===== src/rtl/lsram_fifo_pkg.sv =====
// Shared constants and helpers for the LSRAM-backed FWFT FIFO controller.
//   DEF_WIDTH / DEF_AWIDTH : default RAM word and address widths (1024 x 40)
//   depth_of()             : number of RAM words for a given address width
//   cnt_width()            : width of the total-occupancy counter
package lsram_fifo_pkg;

   localparam int unsigned DEF_WIDTH  = 40;
   localparam int unsigned DEF_AWIDTH = 10;

   function automatic int unsigned depth_of(input int unsigned awidth);
      return 32'd1 << awidth;
   endfunction

   // Occupancy spans 0..DEPTH+2 (RAM plus two output slots), so two bits past the address.
   function automatic int unsigned cnt_width(input int unsigned awidth);
      return awidth + 2;
   endfunction

endpackage


===== src/rtl/fwft_out_stage.sv =====
// Two-entry output skid stage (head register plus hold register) for the FWFT FIFO.
//   clk, rst_n : clock, asynchronous active-low reset
//   flush      : synchronous clear of occupancy (a word landing this cycle is dropped)
//   load, data : word arriving from the RAM read port this cycle
//   pop        : head consumed this cycle (only asserted while occ > 0)
//   occ        : number of valid entries (0..2)
//   head       : oldest entry, drives the stream output directly
module fwft_out_stage #(
   parameter int unsigned WIDTH = 40
) (
   input  logic             clk,
   input  logic             rst_n,
   input  logic             flush,
   input  logic             load,
   input  logic [WIDTH-1:0] data,
   input  logic             pop,
   output logic [1:0]       occ,
   output logic [WIDTH-1:0] head
);

   logic [WIDTH-1:0] hold_q;
   logic [WIDTH-1:0] head_d;
   logic [WIDTH-1:0] hold_d;
   logic [1:0]       occ_left;
   logic [1:0]       occ_d;

   always_comb begin
      head_d   = head;
      hold_d   = hold_q;
      occ_left = occ - {1'b0, pop};
      // Only shift when the hold slot is live, so head stays put on the last pop.
      if (pop && occ == 2'd2) begin
         head_d = hold_q;
      end
      // Landing word takes the first free slot after the shift; prefetch never overfills.
      if (load) begin
         if (occ_left == 2'd0) begin
            head_d = data;
         end else begin
            hold_d = data;
         end
      end
      occ_d = occ_left + {1'b0, load};
      if (flush) begin
         occ_d = 2'd0;
      end
   end

   always_ff @(posedge clk or negedge rst_n) begin
      if (!rst_n) begin
         occ    <= 2'd0;
         head   <= '0;
         hold_q <= '0;
      end else begin
         occ    <= occ_d;
         head   <= head_d;
         hold_q <= hold_d;
      end
   end

endmodule


===== src/rtl/lsram_fwft_fifo_ctrl.sv =====
// First-word-fall-through FIFO controller sequencing an external two-port LSRAM
// (one write port, one read port, 1-cycle read latency, unregistered output).
//   CLK, RESET_N          : clock, asynchronous active-low reset
//   FLUSH                 : synchronous clear; blocks push and prefetch while high
//   S_DATA/S_VALID/S_READY: write stream
//   M_DATA/M_VALID/M_READY: read stream, M_DATA registered
//   W_DATA/W_ADDR/W_EN    : RAM write port
//   R_ADDR/R_EN/R_DATA    : RAM read port, R_DATA valid the cycle after R_EN
//   COUNT                 : total words held (RAM + in-flight read + output stage)
//   ALMOST_FULL/EMPTY     : registered threshold flags on COUNT
module lsram_fwft_fifo_ctrl
   import lsram_fifo_pkg::*;
#(
   parameter int unsigned WIDTH     = DEF_WIDTH,
   parameter int unsigned AWIDTH    = DEF_AWIDTH,
   parameter int unsigned AFULL_TH  = 1000,
   parameter int unsigned AEMPTY_TH = 4
) (
   input  logic                         CLK,
   input  logic                         RESET_N,
   input  logic                         FLUSH,
   input  logic [WIDTH-1:0]             S_DATA,
   input  logic                         S_VALID,
   output logic                         S_READY,
   output logic [WIDTH-1:0]             M_DATA,
   output logic                         M_VALID,
   input  logic                         M_READY,
   output logic [WIDTH-1:0]             W_DATA,
   output logic [AWIDTH-1:0]            W_ADDR,
   output logic                         W_EN,
   output logic [AWIDTH-1:0]            R_ADDR,
   output logic                         R_EN,
   input  logic [WIDTH-1:0]             R_DATA,
   output logic [cnt_width(AWIDTH)-1:0] COUNT,
   output logic                         ALMOST_FULL,
   output logic                         ALMOST_EMPTY
);

   localparam int unsigned     DEPTH    = depth_of(AWIDTH);
   localparam int unsigned     CW       = cnt_width(AWIDTH);
   localparam logic [AWIDTH:0] RAM_FULL = (AWIDTH + 1)'(DEPTH);

   logic [AWIDTH-1:0] wr_ptr_q;
   logic [AWIDTH-1:0] rd_ptr_q;
   logic [AWIDTH:0]   ram_cnt_q;
   logic [AWIDTH:0]   ram_cnt_d;
   logic              inflight_q;
   logic [1:0]        occ;
   logic [2:0]        slots_used;
   logic [CW-1:0]     count_d;
   logic              push;
   logic              pop;
   logic              r_en;

   always_comb begin
      S_READY    = (ram_cnt_q < RAM_FULL) && !FLUSH;
      push       = S_VALID && S_READY;
      M_VALID    = (occ != 2'd0);
      pop        = M_VALID && M_READY;
      // Output slots already claimed: landed words plus the read still in flight.
      slots_used = {1'b0, occ} + {2'b0, inflight_q};
      r_en       = (ram_cnt_q != '0) && (slots_used < (3'd2 + {2'b0, pop})) && !FLUSH;
      ram_cnt_d  = ram_cnt_q + {{AWIDTH{1'b0}}, push} - {{AWIDTH{1'b0}}, r_en};
      // Prefetch only moves words between stages, so the total changes by push - pop.
      count_d    = FLUSH ? '0 : (COUNT + CW'(push) - CW'(pop));
   end

   assign W_EN   = push;
   assign W_ADDR = wr_ptr_q;
   assign W_DATA = S_DATA;
   assign R_EN   = r_en;
   assign R_ADDR = rd_ptr_q;

   always_ff @(posedge CLK or negedge RESET_N) begin
      if (!RESET_N) begin
         wr_ptr_q     <= '0;
         rd_ptr_q     <= '0;
         ram_cnt_q    <= '0;
         inflight_q   <= 1'b0;
         COUNT        <= '0;
         ALMOST_FULL  <= 1'b0;
         ALMOST_EMPTY <= 1'b1;
      end else begin
         if (FLUSH) begin
            wr_ptr_q   <= '0;
            rd_ptr_q   <= '0;
            ram_cnt_q  <= '0;
            inflight_q <= 1'b0;
         end else begin
            if (push) begin
               wr_ptr_q <= wr_ptr_q + AWIDTH'(1);
            end
            if (r_en) begin
               rd_ptr_q <= rd_ptr_q + AWIDTH'(1);
            end
            ram_cnt_q  <= ram_cnt_d;
            inflight_q <= r_en;
         end
         COUNT        <= count_d;
         ALMOST_FULL  <= (count_d >= CW'(AFULL_TH));
         ALMOST_EMPTY <= (count_d <= CW'(AEMPTY_TH));
      end
   end

   // The read issued last cycle lands now; FLUSH inside the stage drops it.
   fwft_out_stage #(
      .WIDTH (WIDTH)
   ) u_out_stage (
      .clk   (CLK),
      .rst_n (RESET_N),
      .flush (FLUSH),
      .load  (inflight_q),
      .data  (R_DATA),
      .pop   (pop),
      .occ   (occ),
      .head  (M_DATA)
   );

endmodule


===== config.mk =====
export PLATFORM = sky130hd
export DESIGN_NAME = lsram_fwft_fifo_ctrl
export DESIGN_NICKNAME = d
export VERILOG_FILES = /design/src/rtl/lsram_fifo_pkg.sv /design/src/rtl/fwft_out_stage.sv /design/src/rtl/lsram_fwft_fifo_ctrl.sv
export SDC_FILE = /design/constraint.sdc
export NUM_CORES = 1
export LEC_CHECK = 0
export CAP_MARGIN = 25
export CORE_MARGIN = 8
export CORE_UTILIZATION = 50
export DETAILED_ROUTE_END_ITERATION = 7
export PLACE_DENSITY = 0.89
export SLEW_MARGIN = 20
export SYNTH_ARGS = -nofsm -noshare
export SYNTH_HDL_FRONTEND = slang
export SYNTH_SLANG_ARGS = --single-unit

===== constraint.sdc =====
create_clock -name CLK -period 7.92 [get_ports CLK]
set_clock_uncertainty 0.2 [all_clocks]
set_input_delay 1.98 -clock CLK [delete_from_list [all_inputs] [get_ports CLK]]
set_output_delay 1.98 -clock CLK [all_outputs]
set_load 0.01 [all_outputs]

==> metrics.md, run 1 <==
| Metric | Value |
|---|---|
| Clock tree buffer depth | `2` |
| Post-layout minimum cycle time | `approximately 6.3 ns` |
| Top Ports | `203` |
| WL per Instance | `17.2 um` |
| Largest area contributor in the synthesized netlist | `dfrtp_1` |
| Data required time at the worst endpoint | `5.74 ns` |
| Fill count | `1,002` |
| Number of buffers inserted during clock tree synthesis | `17` |
| Drc violations | `0` |
| Master of the slowest instance on the critical path | `clkdlybuf4s50_1` |
| FFs w/ async S/R, synth | `1.00` |
| Clock transition at the registers of the reported paths | `0.06 ns` |
| Synthesized cell area | `6690 um2` |
| Area of the core | `13,100 um2` |
| Number of search-and-repair iterations in the first detailed-routing pass | `5` |
| Fraction of layout instances using a drive strength above 1 | `0.132` |
| Critical path buffers and inverters | `2` |
| H-Tree Level Count | `4` |
| Number of antenna cells inserted | `0` |
| Standard-cell rows | `42` |
| Number of hold-slack violations in the final timing report | `0` |
| Timing-limited maximum frequency | `158 MHz` |
| Port buffer count | `122` |
| Worst-case setup slack after placement | `approximately 1.6 ns` |
| Cell breakdown of the critical path | `clkdlybuf4s50_1, o21ai_2, o21a_1, nor3_2, nor2b_1, clkdlybuf4s50_1` |
| Worst Path Max Fanout | `9` |
| Arrival time at the worst endpoint | `about 4.2 ns` |
| Die area | `17,300 um2` |
| Global route total overflow | `0` |
| Area fraction in compound gates after synthesis | `0.0867` |
| Peak supply drop | `just over 0.2 mV` |
| Number of flops mapped to enable cells by yosys | `0` |
| Post-synth top area share | `0.475` |
| Sinks on Clock Net | `128` |
| Element type at the critical path end | `output pin` |
| Total of warnings raised by yosys | `0` |
| Count of cells resized by post-cts repair | `0` |
| Setup Fix Bufs, Post-CTS | `0` |
| CP most frequent cell | `clkdlybuf4s50_1` |
| Die span in x | `132 um` |
| RSZ-0062 raised after global routing | `no` |
| Leading post-synthesis cells by cell area | `dfrtp_1 47%, mux2_2 7.2%, mux2i_1 6.6%` |
| Kind of cell adding the most delay to the critical path | `buffers and inverters` |
| Residual antenna-violating net count after detailed routing | `0` |
| Worst Path Class, Setup | `input pin to output pin` |
| Drt initial violations | `around 320` |
| CTS tree | `yes` |
| Number of distinct library cell variants in the gate-level netlist after synthesis | `57` |
| DPL Wire Length | `11.0 mm` |
| Part of the Yosys area used for sequential elements | `0.479` |
| Aggregate routed wire length | `15.5 mm` |
| Die outline height | `roughly 130 um` |
| Leak pwr | `just under 0.004 uW` |
| Run status | `finished, final reports clean` |
| Final weighted congestion in routability-driven placement | `0.899` |
| Largest net degree at the start of global routing | `67` |
| Initial core utilization | `0.509` |
| Total count of max-transition violations in the final report | `0` |
| Syn avg cell area | `about 11 um2` |
| Final clock period utilization by the worst path | `0.801` |
| Dominant combinational cell family by area after synthesis | `multiplexers` |
| Fin nets | `832` |
| Worst skew pair latency | `0.42 ns` |
| Wire length of the first global-routing pass | `26.2 mm` |
| Max stage delay on crit path | `0.61 ns` |
| Tightest hold margin | `~0.29 ns` |
| Min-delay worst type | `flop to flop` |
| Synthesized-area fraction occupied by xor and xnor cells | `0.0327` |
| Via count | `approximately 4,800` |
| Overall track demand over capacity in global routing | `0.185` |
| Yosys reg bits | `roughly 130` |
| Post-route worst setup slack | `1.58 ns` |
| Worst max-slew margin expressed relative to the limit | `0.447` |
| Max cap viols | `0` |
| Final setup viols | `0` |
| Most frequently used flop master after synthesis | `dfrtp_1` |
| Simple-gate area share of the yosys netlist | `0.117` |
| Number of nets produced by synthesis | `roughly 750` |
| Initial antenna violation count | `0` |
| Actual slew at the worst max-slew pin | `0.829 ns` |
| Via count of the first global-routing pass | `5,236` |
| Mux contribution to synthesized area | `0.140` |
| Number of hold buffers added after CTS | `0` |
| Areal power density over the cells | `between 400 and 500 nW/um2` |
| Setup TNS | `0 ns` |
| Buffer cell driving the clock tree root | `clkbuf_16` |
| Average via count per standard cell | `5.35` |
| Post-route core utilization | `0.645` |
| Area added between synthesis and finish | `26.6%` |
| Cells after Synth | `629` |
| Adder and majority cell fraction of the synthesized area | `0.0658` |
| Startpoint Class | `input pin` |
cell type report:
class / count / area, um2 / share of cell area
clock buffers: 21 / 470 / 0.0555
well taps: 176 / 220 / 0.0260
inverters: 37 / 139 / 0.0164
clock inverters: 11 / 201 / 0.0238
repair buffers: 127 / 1250 / 0.148
flip-flops and latches: 128 / 3200 / 0.378
multi-input cells: 402 / 2990 / 0.352
state kept, by name (all words and copies together) (netlist names):
signal,count
u_out_stage.head,40
u_out_stage.hold_q,40
COUNT,12
ram_cnt_q,11
R_ADDR,10
W_ADDR,10
u_out_stage.occ,2
ALMOST_EMPTY,1
ALMOST_FULL,1
inflight_q,1
report_power, final:
group          total (uW)  leakage, uW  switching (uW)  internal (uW)
logic                1820      0.00208             907            911
registers            1120      0.00155             174            943
clock network         878     0.000324             291            587
total                3810      0.00395            1370           2440
cells in the mapped netlist, types with 4 or more instances:
master / instances
ha_1: 32
nand2b_1: 7
o21ai_0: 10
and3_1: 7
clkbuf_1: 16
buf_1: 5
mux2_2: 43
xnor2_1: 11
nand4_1: 4
mux2i_1: 44
nand3b_1: 5
nand3_1: 6
nor2b_1: 7
a21oi_1: 57
or3_1: 4
inv_1: 37
a21o_1: 4
buf_4: 40
nand2_1: 15
nor2_1: 78
dfrtp_1: 127
xor2_1: 14
nor3_1: 4
layer usage:
layer / global-route usage / share of wire / up-vias
li1: - / - / 2298
met1: 0.217 / 0.43 / 2361
met2: 0.311 / 0.51 / 150
met3: 0.0606 / 0.053 / 17
met4: 0.0645 / 0.012 / 0
met5: 0 / 0 / -
logic make-up after synthesis:
family | count (synthesis)
AOI/OAI and AO/OA | 97
adders and majority gates | 34
DFF | 128
xor gates and xnor gates | 25
buffers and inverters | 99
and+or+nand+nor | 158
muxes | 88
cell usage in the layout (no fill, tap or decap), types with 5 or more instances in the layout:
master,netlist,routed
a21oi_1,57,57
and3_1,7,7
buf_4,40,6
bufinv_16,0,5
clkbuf_16,0,17
clkdlybuf4s50_1,0,120
dfrtp_1,127,127
ha_1,32,32
inv_1,37,37
mux2_2,43,43
mux2i_1,44,44
nand2_1,15,15
nand2b_1,7,7
nand3b_1,5,5
nor2_1,78,78
nor2b_1,7,7
o21ai_0,10,10
xnor2_1,11,11
xor2_1,14,14
worst paths after layout:
check | from | endpoint | slack, ns | cells after the start
setup / recovery | M_READY | R_EN | 1.58 | 6
hold / removal | W_ADDR[9]$_DFFE_PN0P_ | W_ADDR[9]$_DFFE_PN0P_ | 0.29 | 1
setup reg to reg | inflight_q$_DFF_PN0_ | ram_cnt_q[10]$_DFF_PN0_ | 3.69 | 16
hold reg to reg | W_ADDR[9]$_DFFE_PN0P_ | W_ADDR[9]$_DFFE_PN0P_ | 0.29 | 1
max in group asynchronous | RESET_N | u_out_stage.hold_q[39]$_DFFE_PN0P_ | 4.74 | 2
min in group asynchronous | RESET_N | W_ADDR[3]$_DFFE_PN0P_ | 1.45 | 1
stage by stage:
| step | power [uW] | instance area (um2) | std cells |
|---|---|---|---|
| floorplan | 2330 | 6690 | 629 |
| global placement | 2830 | 7800 | 870 |
| detailed placement | 2940 | 7800 | 870 |
| CTS | 3840 | 8470 | 902 |
| global route | 4090 | 8470 | 902 |
| finish | 3810 | 8470 | 902 |
No activity file was read; power rests on OpenSTA's default activity.
==> inputs of run 2 (changes only) <==
- CORE_UTILIZATION: 50 -> 48
- PLACE_DENSITY: 0.89 -> 0.87
- clock period: 7.92 -> 5.9 ns (I/O delays scaled with it)
==> run 2 against run 1 <==
Compared with the run above:
- critical path depth grew 1
- final cell count grew 0.67%
- count of clock-buffer cells in the layout fell by 2
- critical endpoint unchanged
- register-to-register slack got worse by 1.8 ns
==> metrics.md, run 2 (synthesis gave the netlist of run 1 again) <==
| Metric | Value |
|---|---|
| Run status | `finished, final reports clean` |
| Via count of the first global-routing pass | `4,769 (-8.9%)` |
| Post-route core utilization | `0.610 (-0.0352)` |
| Top Ports | `203 (unchanged)` |
| Port buffer count | `122 (unchanged)` |
| Global route total overflow | `0 (unchanged)` |
| Area of the core | `13,800 um2 (+4.8%)` |
| WL met2 | `6.87 mm (-12%)` |
| Largest registers in the final layout | `u_out_stage.head: 40 flops, u_out_stage.hold_q: 40 flops, COUNT: 12 flops` |
| Residual antenna-violating net count after detailed routing | `0 (unchanged)` |
| Setup TNS | `0 ns (unchanged)` |
| Startpoint Class | `input pin` |
| Area added between synthesis and finish | `25.5%` |
| Drt initial violations | `209 (-34%)` |
| Areal power density over the cells | `584 nW/um2 (+30%)` |
| Peak supply drop | `0.313 mV (+53%)` |
| Count of cells resized by post-cts repair | `0 (unchanged)` |
| Arrival time at the worst endpoint | `3.47 ns (-0.69 ns)` |
| Worst skew pair latency | `0.41 ns (about the same)` |
| Most common library cell in the layout ignoring fill and taps | `dfrtp_1` |
| Fin nets | `834 (+0.24%)` |
| Die span in x | `134 um (+1.8%)` |
| Met3 routed WL | `763 um (-7.9%)` |
| Clock tree buffer depth | `2 (unchanged)` |
| Metal1 wirelength | `6.66 mm (unchanged)` |
| Register cell area after layout | `3200 um2 (unchanged)` |
| Highest-count cells in the layout ignoring fill and taps | `127 x dfrtp_1, 120 x clkdlybuf4s50_1, 78 x nor2_1` |
| Number of antenna cells inserted | `0 (unchanged)` |
| Final clock period utilization by the worst path | `0.872` |
| Max cap viols | `0 (unchanged)` |
| RSZ-0062 raised after global routing | `no` |
| Worst Path Class, Setup | `input pin to output pin` |
| Master of the slowest instance on the critical path | `clkdlybuf4s50_1` |
| Actual slew at the worst max-slew pin | `0.823 ns (-0.00595 ns)` |
| Average via count per standard cell | `5.21 (-2.7%)` |
| Data required time at the worst endpoint | `4.22 ns (-1.52 ns)` |
| Number of hold-slack violations in the final timing report | `0 (unchanged)` |
| Sinks on Clock Net | `128 (unchanged)` |
| Worst Path Max Fanout | `9 (unchanged)` |
| Die outline height | `134 um (+1.8%)` |
| Largest net degree at the start of global routing | `64 (-4.5%)` |
| Number of cells after detailed placement | `876 (+0.69%)` |
| Buffer cell driving the clock tree root | `clkbuf_16` |
| Aggregate routed wire length | `14.5 mm (-6.7%)` |
| Overall track demand over capacity in global routing | `0.165 (-0.0195)` |
| Final Instance Count excl. Fillers | `908 (+0.67%)` |
| Leak pwr | `0.00391 uW (-0.96%)` |
| Setup Fix Bufs, Post-CTS | `0 (unchanged)` |
| Wire length of the first global-routing pass | `23.9 mm (-8.8%)` |
| Uppermost routed layer | `met4` |
| Via count | `4,728 (-2.0%)` |
| Number of buffers inserted during clock tree synthesis | `17 (unchanged)` |
| DPL Wire Length | `10.2 mm (-7.2%)` |
| Number of hold buffers added after CTS | `0 (unchanged)` |
| Timing-limited maximum frequency | `194 MHz` |
| CP most frequent cell | `clkdlybuf4s50_1` |
| Combined area of the multi-input logic cells | `2990 um2 (unchanged)` |
| Standard-cell rows | `43 (+2.4%)` |
| Final setup viols | `0 (unchanged)` |
| Initial antenna violation count | `0 (unchanged)` |
| Post-layout minimum cycle time | `5.14 ns` |
| Number of search-and-repair iterations in the first detailed-routing pass | `4 (-1)` |
| Worst max-slew margin expressed relative to the limit | `0.451 (+0.00396)` |
| Cell breakdown of the critical path | `clkdlybuf4s50_1, o21ai_2, o21a_1, nor3_2, buf_4, nor2b_1, clkdlybuf4s50_1` |
| Initial core utilization | `0.486 (-0.0235)` |
| CTS tree | `yes` |
| Final weighted congestion in routability-driven placement | `0.824 (-8.3%)` |
| Fraction of layout instances using a drive strength above 1 | `0.136 (+0.00376)` |
| Tightest hold margin | `0.304 ns (+0.0129 ns)` |
| Max stage delay on crit path | `0.59 ns (-0.02 ns)` |
| Element type at the critical path end | `output pin` |
| Power, Total | `4910 uW (+29%)` |
| Drc violations | `0 (unchanged)` |
| Min-delay worst type | `flop to flop` |
| WL per Instance | `15.9 um (-7.3%)` |
| H-Tree Level Count | `4 (unchanged)` |
| Clock transition at the registers of the reported paths | `0.06 ns (about the same)` |
| Die area | `18,000 um2 (+3.7%)` |
| Fill count | `1,156 (+15%)` |
| Total count of max-transition violations in the final report | `0 (unchanged)` |
==> run 2: changes by cell type in the layout (fill, tap and decap cells not counted), moves of 3 or more <==
cell and delta:
clkinv_2 +5, clkinvlp_4 +3, bufinv_16 -4, clkinv_4 -3
==> run 2: final timing paths <==
| kind | from | end | slack [ns] | cells after the start |
|---|---|---|---|---|
| max in group asynchronous | RESET_N | u_out_stage.hold_q[31]$_DFFE_PN0P_ | 3.40 | 2 |
| min in group asynchronous | RESET_N | ram_cnt_q[1]$_DFF_PN0_ | 0.95 | 1 |
| max | M_READY | R_EN | 0.76 | 7 |
| min | u_out_stage.hold_q[39]$_DFFE_PN0P_ | u_out_stage.hold_q[39]$_DFFE_PN0P_ | 0.30 | 1 |
| min reg2reg | u_out_stage.hold_q[39]$_DFFE_PN0P_ | u_out_stage.hold_q[39]$_DFFE_PN0P_ | 0.30 | 1 |
| max reg2reg | inflight_q$_DFF_PN0_ | ram_cnt_q[10]$_DFF_PN0_ | 1.91 | 17 |
==> run 2: through the flow <==
| step | instance area (um2) | worst slack [ns] |
|---|---|---|
| global placement | 7830 | 0.730 |
| floorplan | 6690 | 1.24 |
| finish | 8400 | 0.755 |
| CTS | 8400 | 0.740 |
| global route | 8400 | 0.599 |
| detailed placement | 7830 | 0.609 |
==> run 2: critical path, delay by kind of cell <==
kind	cells	cell delay (ns)
AO/OA/AOI/OAI	2	0.30
buffers and inverters	3	1.33
AND/OR/NAND/NOR	2	0.36
==> run 2: power breakdown <==
group          internal [uW]  switching [uW]
combinational           1240            1180
clock                    600             390
sequential              1270             225
total                   3110            1800
==> run 2: metal layers <==
layer | vias to the layer above | track usage
met5 | - | 0
met4 | 0 | 0.0574
met3 | 19 | 0.0467
met2 | 103 | 0.261
met1 | 2307 | 0.213
li1 | 2299 | -
==> run 2: cell type report <==
cell class,count,area share
flip-flops and latches,128,0.382
multi-input cells,402,0.356
repair buffers,129,0.152
clock buffers,19,0.0539
well taps,180,0.0268
inverters,37,0.0165
clock inverters,13,0.0133
==> inputs of run 3 (changes only) <==
- CORE_MARGIN: 8 -> not set
==> run 3 against run 2 <==
Compared with the run above:
- final cell count decreased by 0.44%
- clock power shrank 5.8%
- via count is 2.2% higher
- critical path type unchanged
- largest power group unchanged
==> metrics.md, run 3 (synthesis gave the netlist of run 1 again) <==
| Metric | Value |
|---|---|
| DPL Wire Length | `10.0 mm (-1.8%)` |
| Count of cells resized by post-cts repair | `0 (unchanged)` |
| Max cap viols | `0 (unchanged)` |
| Final clock period utilization by the worst path | `0.873 (about the same)` |
| Area of the core | `13,400 um2 (-2.7%)` |
| Areal power density over the cells | `583 nW/um2 (-0.14%)` |
| Worst skew pair latency | `0.41 ns (about the same)` |
| Initial antenna violation count | `0 (unchanged)` |
| Initial core utilization | `0.499 (+0.0135)` |
| Number of search-and-repair iterations in the first detailed-routing pass | `5 (+1)` |
| H-Tree Level Count | `4 (unchanged)` |
| Area added between synthesis and finish | `24.6%` |
| Global route total overflow | `0 (unchanged)` |
| Highest-count cells in the layout ignoring fill and taps | `127 x dfrtp_1, 120 x clkdlybuf4s50_1, 78 x nor2_1` |
| Worst Path Max Fanout | `9 (unchanged)` |
| Startpoint Class | `input pin` |
| CP most frequent cell | `clkdlybuf4s50_1` |
| Port buffer count | `122 (unchanged)` |
| Max stage delay on crit path | `0.60 ns (about the same)` |
| Data required time at the worst endpoint | `4.22 ns (about the same)` |
| Clock transition at the registers of the reported paths | `0.06 ns (about the same)` |
| Via count of the first global-routing pass | `5,000 (+4.8%)` |
| Die area | `14,400 um2 (-20%)` |
| Worst max-slew margin expressed relative to the limit | `0.367 (-0.0839)` |
| Die span in x | `120 um (-10%)` |
| Standard-cell rows | `42 (-2.3%)` |
| Residual antenna-violating net count after detailed routing | `0 (unchanged)` |
| Reg2Reg Depth | `17 (unchanged)` |
| Number of hold buffers added after CTS | `0 (unchanged)` |
| Setup TNS | `0 ns (unchanged)` |
| Most common library cell in the layout ignoring fill and taps | `dfrtp_1` |
| Final setup viols | `0 (unchanged)` |
| CTS tree | `yes` |
| Largest net degree at the start of global routing | `81 (+27%)` |
| Master of the slowest instance on the critical path | `clkdlybuf4s50_1` |
| Final weighted congestion in routability-driven placement | `0.860 (+4.4%)` |
| Number of antenna cells inserted | `0 (unchanged)` |
| Via count | `4,832 (+2.2%)` |
| Drt initial violations | `237 (+13%)` |
| Area of all placed cells without fillers | `8340 um2 (-0.69%)` |
| Clock tree buffer depth | `2 (unchanged)` |
| Overall track demand over capacity in global routing | `0.214 (+0.0487)` |
| Peak supply drop | `0.287 mV (-8.2%)` |
| Total count of max-transition violations in the final report | `0 (unchanged)` |
| Buffer cell driving the clock tree root | `clkbuf_16` |
| Sinks on Clock Net | `128 (unchanged)` |
| Cell breakdown of the critical path | `clkdlybuf4s50_1, o21ai_2, o21a_1, nor3_2, buf_4, nor2b_1, clkdlybuf4s50_1` |
| Run status | `finished, final reports clean` |
| Levels on crit path | `7 (unchanged)` |
| Worst reg-to-reg setup slack | `1.79 ns (-0.12 ns)` |
| Number of hold-slack violations in the final timing report | `0 (unchanged)` |
| Fin nets | `834 (unchanged)` |
| Timing-limited maximum frequency | `194 MHz (about the same)` |
| Critical path buffers and inverters | `3 (unchanged)` |
| Aggregate routed wire length | `14.4 mm (-0.52%)` |
| Arrival time at the worst endpoint | `3.47 ns (about the same)` |
| Worst-case setup slack after placement | `0.587 ns (-0.0225 ns)` |
| Post-layout minimum cycle time | `5.15 ns (+0.00439 ns)` |
| Kind of cell adding the most delay to the critical path | `buffers and inverters` |
| Drc violations | `0 (unchanged)` |
| Tightest hold margin | `0.304 ns (-0.00000500 ns)` |
| Min-delay worst type | `flop to flop` |
| WL per Instance | `15.9 um (about the same)` |
| Largest registers in the final layout | `u_out_stage.head: 40 flops, u_out_stage.hold_q: 40 flops, COUNT: 12 flops` |
| Leak pwr | `0.00388 uW (-0.65%)` |
| Die outline height | `120 um (-10%)` |
| Worst setup path endpoint | `R_EN` |
| Instance area at placement | `7820 um2 (-0.22%)` |
| Element type at the critical path end | `output pin` |
| Number of buffers inserted during clock tree synthesis | `17 (unchanged)` |
| Top Ports | `203 (unchanged)` |
| Power, Total | `4860 uW (-0.83%)` |
| Terminus of the critical flop-to-flop path | `ram_cnt_q[10]$_DFF_PN0_` |
| Worst Path Class, Setup | `input pin to output pin` |
| Average via count per standard cell | `5.35 (+2.7%)` |
| Post-route worst setup slack | `0.751 ns (-0.00438 ns)` |
| Setup Fix Bufs, Post-CTS | `0 (unchanged)` |
| Fraction of layout instances using a drive strength above 1 | `0.135 (-0.00137)` |
| Wire length of the first global-routing pass | `24.2 mm (+1.3%)` |
| Reg-to-Reg Start | `inflight_q$_DFF_PN0_` |
| Actual slew at the worst max-slew pin | `0.947 ns (+0.123 ns)` |
| Crit path launch | `M_READY` |
| RSZ-0062 raised after global routing | `no` |
## run 3: changes by cell type in the layout (fill, tap and decap cells not counted)
cell,previous run,this run
inv_6,2,1
buf_4,7,8
clkbuf_8,2,0
clkinv_2,5,6
buf_12,1,0
clkinv_4,1,3
clkbuf_1,0,1
bufinv_16,1,0
## run 3: final cells by class
cell class	count	area (um2)
inverters	37	139
flip-flops and latches	128	3200
repair buffers	129	1270
fillers	1044	5060
well taps	176	220
clock inverters	14	95.1
multi-input cells	402	2990
clock buffers	18	429
## run 3: worst min path at each step
stage / start / endpoint / slack, ns / depth (start not counted)
floorplan: u_out_stage.hold_q[0]$_DFFE_PN0P_ / u_out_stage.hold_q[0]$_DFFE_PN0P_ / 0.28 / 1
global placement: W_ADDR[7]$_DFFE_PN0P_ / W_ADDR[7]$_DFFE_PN0P_ / 0.28 / 1
detailed placement: u_out_stage.hold_q[9]$_DFFE_PN0P_ / u_out_stage.hold_q[9]$_DFFE_PN0P_ / 0.30 / 1
CTS: W_ADDR[9]$_DFFE_PN0P_ / W_ADDR[9]$_DFFE_PN0P_ / 0.31 / 1
global route: u_out_stage.hold_q[4]$_DFFE_PN0P_ / u_out_stage.hold_q[4]$_DFFE_PN0P_ / 0.31 / 1
finish: u_out_stage.hold_q[9]$_DFFE_PN0P_ / u_out_stage.hold_q[9]$_DFFE_PN0P_ / 0.30 / 1
## run 3: through the flow
step / util / std cells
after floorplan: - / 629
after global placement: 0.583 / 872
after detailed placement: 0.583 / 872
after CTS: 0.622 / 904
after global routing: 0.622 / 904
final: 0.622 / 904
## run 3: report_power, final
group,switching [uW],internal (uW),leakage [uW]
Sequential,229,1270,0.00155
Clock,400,533,0.000252
Combinational,1200,1230,0.00209
Total,1830,3030,0.00388
## run 3: layer usage
metal  part of all wire  global-route usage  vias up
met1               0.43               0.269     2353
met5                  0                   0        -
met3              0.056              0.0547       27
li1                   -                   -     2301
met4              0.020               0.101        0
met2               0.50               0.344      151
## run 3: worst reg2reg max path: cells and delay by family, from the launching register on
kind	cells	cell delay, ns
adders and majority gates	5	1.32
buffers and inverters	3	0.31
AOI/OAI and AO/OA	5	0.90
muxes	1	0.28
and+or+nand+nor	3	0.57
DFF	1	0.42
